## src/rtl/uart_pkg.sv

```systemverilog
// Shared types and helpers for the UART receive path.
package uart_pkg;

    localparam int UART_DATA_BITS = 8;

    typedef enum logic [1:0] {
        IDLE  = 2'd0,
        START = 2'd1,
        DATA  = 2'd2,
        STOP  = 2'd3
    } uart_rx_state_e;

    function automatic int clks_per_bit(input int freq, input int baud);
        return freq / baud;
    endfunction

endpackage

```

## src/rtl/uart_rx_fifo_if.sv

```systemverilog
// Byte stream from the UART receiver to its consumer (valid/ready).
interface uart_rx_fifo_if;

    logic [7:0] data;
    logic       data_valid;
    logic       data_ready;

    modport master (
        output data,
        output data_valid,
        input  data_ready
    );

    modport slave (
        input  data,
        input  data_valid,
        output data_ready
    );

endinterface

```

## src/rtl/uart_rx_fifo_sync_fifo.sv

```systemverilog
// First-word-fall-through synchronous FIFO; the output holds the last popped word while empty.
module sync_fifo #(
    parameter  int WIDTH = 8,
    parameter  int DEPTH = 8,
    localparam int AW    = (DEPTH > 1) ? $clog2(DEPTH) : 1,
    localparam int CW    = AW + 1
) (
    input  logic             clk,
    input  logic             resetn,
    input  logic             push,
    input  logic [WIDTH-1:0] din,
    input  logic             pop,
    output logic [WIDTH-1:0] dout,
    output logic             full,
    output logic             empty,
    output logic [CW-1:0]    count
);

    logic [WIDTH-1:0] mem [DEPTH];
    logic [AW-1:0]    wr_ptr;
    logic [AW-1:0]    rd_ptr;
    logic [WIDTH-1:0] hold;
    logic             do_pop;
    logic             do_push;

    assign full    = (count == CW'(DEPTH));
    assign empty   = (count == '0);
    assign do_pop  = pop && !empty;
    // A full FIFO still accepts a write when the same edge frees a slot.
    assign do_push = push && (!full || do_pop);
    assign dout    = empty ? hold : mem[rd_ptr];

    always_ff @(posedge clk) begin
        if (do_push) begin
            mem[wr_ptr] <= din;
        end
    end

    always_ff @(posedge clk) begin
        if (!resetn) begin
            wr_ptr <= '0;
            rd_ptr <= '0;
            count  <= '0;
            hold   <= '0;
        end else begin
            if (do_push) begin
                wr_ptr <= wr_ptr + AW'(1);
            end
            if (do_pop) begin
                rd_ptr <= rd_ptr + AW'(1);
                hold   <= mem[rd_ptr];
            end
            case ({do_push, do_pop})
                2'b10:   count <= count + CW'(1);
                2'b01:   count <= count - CW'(1);
                default: count <= count;
            endcase
        end
    end

endmodule

```

## src/rtl/uart_rx_fifo.sv

```systemverilog
// 8N1 UART receiver: synchronizer, mid-bit sampling FSM and a byte FIFO for a valid/ready consumer.
module uart_rx_fifo
    import uart_pkg::*;
#(
    parameter  int CLOCK_FREQ = 30000000,
    parameter  int BAUD_RATE  = 921600,
    parameter  int FIFO_DEPTH = 8,
    localparam int CW         = $clog2(FIFO_DEPTH) + 1
) (
    input  logic                  clk,
    input  logic                  resetn,
    input  logic                  rx,
    uart_rx_fifo_if.master        bus,
    output logic                  busy,
    output logic                  frame_err,
    output logic                  overflow,
    output logic [CW-1:0]         fifo_count
);

    localparam int CLKS_PER_BIT = clks_per_bit(CLOCK_FREQ, BAUD_RATE);
    localparam int HALF         = CLKS_PER_BIT / 2;
    localparam int CNT_W        = $clog2(CLKS_PER_BIT + 1);

    localparam logic [CNT_W-1:0] BIT_END  = CNT_W'(CLKS_PER_BIT - 1);
    localparam logic [CNT_W-1:0] HALF_END = CNT_W'(HALF - 1);
    localparam logic [2:0]       LAST_BIT = 3'(UART_DATA_BITS - 1);

    localparam logic [1:0] ST_IDLE  = 2'(IDLE);
    localparam logic [1:0] ST_START = 2'(START);
    localparam logic [1:0] ST_DATA  = 2'(DATA);
    localparam logic [1:0] ST_STOP  = 2'(STOP);

    logic             rx_meta;
    logic             rx_s;
    logic [1:0]       state;
    logic [CNT_W-1:0] baud_cnt;
    logic [2:0]       bit_idx;
    logic [7:0]       shift;
    logic             stop_tick;
    logic             push;
    logic             full;
    logic             empty;

    assign stop_tick      = (state == ST_STOP) && (baud_cnt == BIT_END);
    assign push           = stop_tick && rx_s;
    assign busy           = (state != ST_IDLE);
    assign bus.data_valid = !empty;

    always_ff @(posedge clk) begin
        if (!resetn) begin
            rx_meta <= 1'b1;
            rx_s    <= 1'b1;
        end else begin
            rx_meta <= rx;
            rx_s    <= rx_meta;
        end
    end

    // Start is re-checked at half a bit so short low glitches fall back to idle silently.
    always_ff @(posedge clk) begin
        if (!resetn) begin
            state    <= ST_IDLE;
            baud_cnt <= '0;
            bit_idx  <= '0;
            shift    <= '0;
        end else begin
            case (state)
                ST_IDLE: begin
                    baud_cnt <= '0;
                    if (!rx_s) begin
                        state <= ST_START;
                    end
                end
                ST_START: begin
                    if (baud_cnt == HALF_END) begin
                        baud_cnt <= '0;
                        bit_idx  <= '0;
                        state    <= rx_s ? ST_IDLE : ST_DATA;
                    end else begin
                        baud_cnt <= baud_cnt + CNT_W'(1);
                    end
                end
                ST_DATA: begin
                    if (baud_cnt == BIT_END) begin
                        baud_cnt       <= '0;
                        shift[bit_idx] <= rx_s;
                        if (bit_idx == LAST_BIT) begin
                            state <= ST_STOP;
                        end else begin
                            bit_idx <= bit_idx + 3'd1;
                        end
                    end else begin
                        baud_cnt <= baud_cnt + CNT_W'(1);
                    end
                end
                ST_STOP: begin
                    if (baud_cnt == BIT_END) begin
                        baud_cnt <= '0;
                        state    <= ST_IDLE;
                    end else begin
                        baud_cnt <= baud_cnt + CNT_W'(1);
                    end
                end
                default: state <= ST_IDLE;
            endcase
        end
    end

    always_ff @(posedge clk) begin
        if (!resetn) begin
            frame_err <= 1'b0;
            overflow  <= 1'b0;
        end else begin
            frame_err <= stop_tick && !rx_s;
            overflow  <= push && full && !(bus.data_ready && !empty);
        end
    end

    sync_fifo #(
        .WIDTH (8),
        .DEPTH (FIFO_DEPTH)
    ) u_fifo (
        .clk    (clk),
        .resetn (resetn),
        .push   (push),
        .din    (shift),
        .pop    (bus.data_ready),
        .dout   (bus.data),
        .full   (full),
        .empty  (empty),
        .count  (fifo_count)
    );

endmodule
```

## src/flat_wrapper.sv

```systemverilog
// flat-port wrapper written by rule: the top's interface ports become plain ports
module uart_rx_fifo_flat import uart_pkg::*;
#(
    parameter  int CLOCK_FREQ = 30000000,
    parameter  int BAUD_RATE  = 921600,
    parameter  int FIFO_DEPTH = 8,
    localparam int CW         = $clog2(FIFO_DEPTH) + 1
)
  (clk, resetn, rx, busy, frame_err, overflow, fifo_count, bus_data, bus_data_valid, bus_data_ready);
  uart_rx_fifo_if bus_i ();
  input  logic clk;
  input  logic resetn;
  input  logic rx;
  output logic busy;
  output logic frame_err;
  output logic overflow;
  output logic [CW-1:0] fifo_count;
  output wire logic [$bits(bus_i.data)-1:0] bus_data;
  output wire logic [$bits(bus_i.data_valid)-1:0] bus_data_valid;
  input wire logic [$bits(bus_i.data_ready)-1:0] bus_data_ready;
  assign bus_data = bus_i.data;
  assign bus_data_valid = bus_i.data_valid;
  assign bus_i.data_ready = bus_data_ready;
  uart_rx_fifo #(.CLOCK_FREQ(CLOCK_FREQ), .BAUD_RATE(BAUD_RATE), .FIFO_DEPTH(FIFO_DEPTH)) u_core (.clk(clk), .resetn(resetn), .rx(rx), .bus(bus_i), .busy(busy), .frame_err(frame_err), .overflow(overflow), .fifo_count(fifo_count));
endmodule
```

## config.mk

```make
export PLATFORM = sky130hd
export DESIGN_NAME = uart_rx_fifo_flat
export DESIGN_NICKNAME = d
export VERILOG_FILES = /design/src/rtl/uart_pkg.sv /design/src/rtl/uart_rx_fifo_if.sv /design/src/rtl/uart_rx_fifo_sync_fifo.sv /design/src/rtl/uart_rx_fifo.sv /design/src/flat_wrapper.sv
export SDC_FILE = /design/constraint.sdc
export NUM_CORES = 1
export LEC_CHECK = 0
export ABC_AREA = 1
export BUFFER_PORTS_ARGS = -buffer_cell sky130_fd_sc_hd__buf_2
export CAP_MARGIN = 10
export CORE_ASPECT_RATIO = 1.5
export CORE_MARGIN = 4
export CORE_UTILIZATION = 55
export CTS_CLUSTER_DIAMETER = 200
export DETAILED_ROUTE_END_ITERATION = 7
export MAX_ROUTING_LAYER = met4
export PLACE_DENSITY = 0.79
export SLEW_MARGIN = 20
export SYNTH_ARGS = -nofsm -noshare
export SYNTH_HDL_FRONTEND = slang
export SYNTH_SLANG_ARGS = --single-unit
```

## constraint.sdc

```tcl
create_clock -name clk -period 2.45 [get_ports clk]
set_input_delay 0.1225 -clock clk [delete_from_list [all_inputs] [get_ports clk]]
set_output_delay 0.1225 -clock clk [all_outputs]
set_load 0.01 [all_outputs]
```

==> results.sh <==
export IMPL_num_rows=40
export IMPL_synth_seq_area_share=0.6269
export IMPL_critPathRequiredTime_ns=2.33
export IMPL_final_cells=595
export IMPL_dieHeight_um=118.4
export IMPL_ys_types=30
export IMPL_yosysWarningCount=0
export IMPL_reg2reg_slack_ns=0.31
export IMPL_post_route_drc_count=0
export IMPL_cts_tree="yes"
export IMPL_syn_area_um2=4471
export IMPL_slowest_stage="dfxtp_1"
export IMPL_wl_met1_um=3598
export IMPL_grt_pass1_vias=3265
export IMPL_core_area_um2=7958
export IMPL_nets=495
export IMPL_syn_area_per_cell_um2=9.782
export IMPL_synthesis_nets=467
export IMPL_slew_viol_final=0
export IMPL_grt_max_degree=33
export IMPL_hold_class="input pin to flop"
export IMPL_cts_root_buf="clkbuf_16"
export IMPL_io_pin_count=20
export IMPL_power_density_nw_per_um2=1020
export IMPL_critPathMaxFanout=19
export IMPL_drv_cap=0
export IMPL_crit_buf_inv=2
export IMPL_fin_crit_ns=2.303
export IMPL_vias=3318
export IMPL_fmax_mhz=434.2
export IMPL_wirelength_um=9488
export IMPL_ant_nets=0
export IMPL_async_reset_ff_frac=0
export IMPL_setup_viol=0
export IMPL_worst_pin_slew_ns=0.5265
export IMPL_num_antenna_cells=0
export IMPL_crit_type="flop to primary output"
export IMPL_drtIter0Drc=352
export IMPL_synthToLayoutAreaGrowth_pct=13.18
export IMPL_path_clk_slew_ns=0.07
export IMPL_grt_pass1_wl_um=15320
export IMPL_rsz0062_at_grt="no"
export IMPL_cts_max_path_buffers=2
export IMPL_avgRoutedWirePerCell_um=15.95
export IMPL_dr_pass1_iters=5
export IMPL_crit_path_end_kind="primary output"
export IMPL_post_cts_buffers=0
export IMPL_dp_cells=578
export IMPL_clock_latency_ns=0.34
export IMPL_overflow=0
export IMPL_synth_edf_count=64
export IMPL_synthTopCellsByArea="edfxtp_1 43%, dfxtp_1 20%, o21ai_0 8.4%, nor2_1 6.0%, nand2_1 4.9%"
export IMPL_crit_top_cell="o21ai_0"
export IMPL_die_w_um=81.61
export IMPL_hold_violations=0
export IMPL_yosysTopAreaCell="edfxtp_1"
export IMPL_highest_layer="met4"
export IMPL_p_leak_nw=1.964
export IMPL_route_met2_wl_um=5155
export IMPL_grt_use_total=0.2176
export IMPL_numCtsBuffers=9
export IMPL_fill_cells=607
export IMPL_crit_chain="clkinvlp_4, o21ai_0, o21ai_0, o21ai_0, o21ai_0, buf_2"
export IMPL_cts_sinks=108
export IMPL_finClkSkew_ns=0.007057
export IMPL_slew_headroom=0.6485
export IMPL_final_cell_mix="74 x o21ai_0, 72 x nor2_1, 64 x edfxtp_1"
export IMPL_dp_hpwl_um=6409
export IMPL_synthCells=457
export IMPL_drive_above_1_share=0.1327
export IMPL_finalSetupTns_ns=0
export IMPL_start_util=0.5618
export IMPL_cp_top_family="compound AO/OA/AOI/OAI gates"
export IMPL_place_ws_ns=0.3580
export IMPL_synth_ff_type="edfxtp_1"
export IMPL_ys_ff_latch=108
export IMPL_io_buffers=19
export IMPL_place_congestion=0.8407
export IMPL_die_area_um2=9664
export IMPL_critPathArrivalTime_ns=2.18
export IMPL_start_kind="flop"
export IMPL_layout_worst_path_cycle_share=0.9400
export IMPL_status="finished, final reports clean"
export IMPL_synth_top_area_frac=0.4299
export IMPL_htreeDepth=3
export IMPL_antenna_found_initial=0
export IMPL_ir_drop_mv=0.4990
export IMPL_timing_final_ws_setup_ns=0.1470
export IMPL_cpPeakStageDelay_ns=0.38
export IMPL_viasPerCell=5.576
export IMPL_utilization=0.6358
export IMPL_wl_met3_um=420
export IMPL_final_common_cell="o21ai_0"
[synth_stat cells (3+ instances only)]
cell       n
ha_1       6
dfxtp_1   44
nor2_4     3
a21oi_1   29
nand3_1   13
nor2_1    72
o211ai_1   8
or2_2      4
nand2_1   58
clkbuf_1  12
o21ai_0   75
inv_1     31
edfxtp_1  64
nor4_1     4
nor3_1    13
[cell type report]
type,instances,area [µm²],area share
timing repair buffer,33,202.7,0.04006
sequential,108,2803,0.5539
multi-input combinational,300,1481,0.2928
inverter,33,127.6,0.02522
clock buffer,11,275.3,0.05440
tap,105,131.4,0.02596
clock inverter,5,38.79,0.007666
[state kept, by name (all words and copies together), names as in the netlist, named ones only]
signal / cells
u_core.baud_cnt: 6
u_core.bit_idx: 3
u_core.frame_err: 1
u_core.overflow: 1
u_core.rx_meta: 1
u_core.rx_s: 1
u_core.shift: 8
u_core.state: 1
u_core.u_fifo.count: 4
u_core.u_fifo.hold: 8
u_core.u_fifo.mem: 64
u_core.u_fifo.rd_ptr: 3
u_core.u_fifo.wr_ptr: 3
[through the flow]
| step | power [mW] | hold WS (ns) | area, µm² |
|---|---|---|---|
| floorplan | 3.189 | 0.2291 | 4471 |
| global placement | 3.660 | 0.3120 | 4732 |
| detailed placement | 3.708 | 0.3151 | 4732 |
| CTS | 5.170 | 0.09670 | 5056 |
| global route | 5.452 | 0.1281 | 5060 |
| finish | 5.163 | 0.1148 | 5060 |
[repair_timing]
item / CTS / global route
setup endpoints to repair: 0 / 1
gates resized for setup: 0 / 2
hold buffers: 1 / 0
hold endpoints to repair: 1 / 0
[report_power, final]
| group | internal (mW) | switching (mW) |
|---|---|---|
| clock network | 0.819 | 0.645 |
| logic | 0.502 | 1.07 |
| registers | 2.03 | 0.0989 |
| total | 3.35 | 1.81 |
[worst register-to-register path, stage by stage, from the launching register on]
cell     delay, ns
dfxtp_1       0.36
ha_1          0.17
nand2_1       0.10
nor2_4        0.15
nand4_4       0.16
nor2_4        0.18
inv_2         0.07
or2_4         0.26
nor3_1        0.18
buf_4         0.21
[routing by layer]
metal	GRT usage	vias to the layer above
li1	-	1632
met1	0.2427	1562
met2	0.3704	97
met3	0.04573	27
met4	0.08940	0
met5	-	-
[logic make-up (layout without fill, tap and decap cells)]
family / count (synthesis) / in the layout / share of synthesized area
AOI/OAI and AO/OA: 115 / 115 / 0.1343
buffers and inverters: 49 / 82 / 0.04170
DFF: 108 / 108 / 0.6269
and+or+nand+nor: 177 / 177 / 0.1763
xor gates and xnor gates: 2 / 2 / 0.003919
adders and majority gates: 6 / 6 / 0.01679
[path summary, 6_finish.rpt]
| kind | startpoint | to | cells after the start |
|---|---|---|---|
| setup reg to reg | u_core.baud_cnt[0] | u_core.u_fifo.mem[6][0] | 9 |
| setup / recovery | flop | bus_data[4] | 6 |
| hold reg to reg | u_core.rx_meta | u_core.rx_s | 1 |
| hold / removal | bus_data_ready | u_core.overflow | 4 |
No activity file was read; power rests on OpenSTA's default activity.
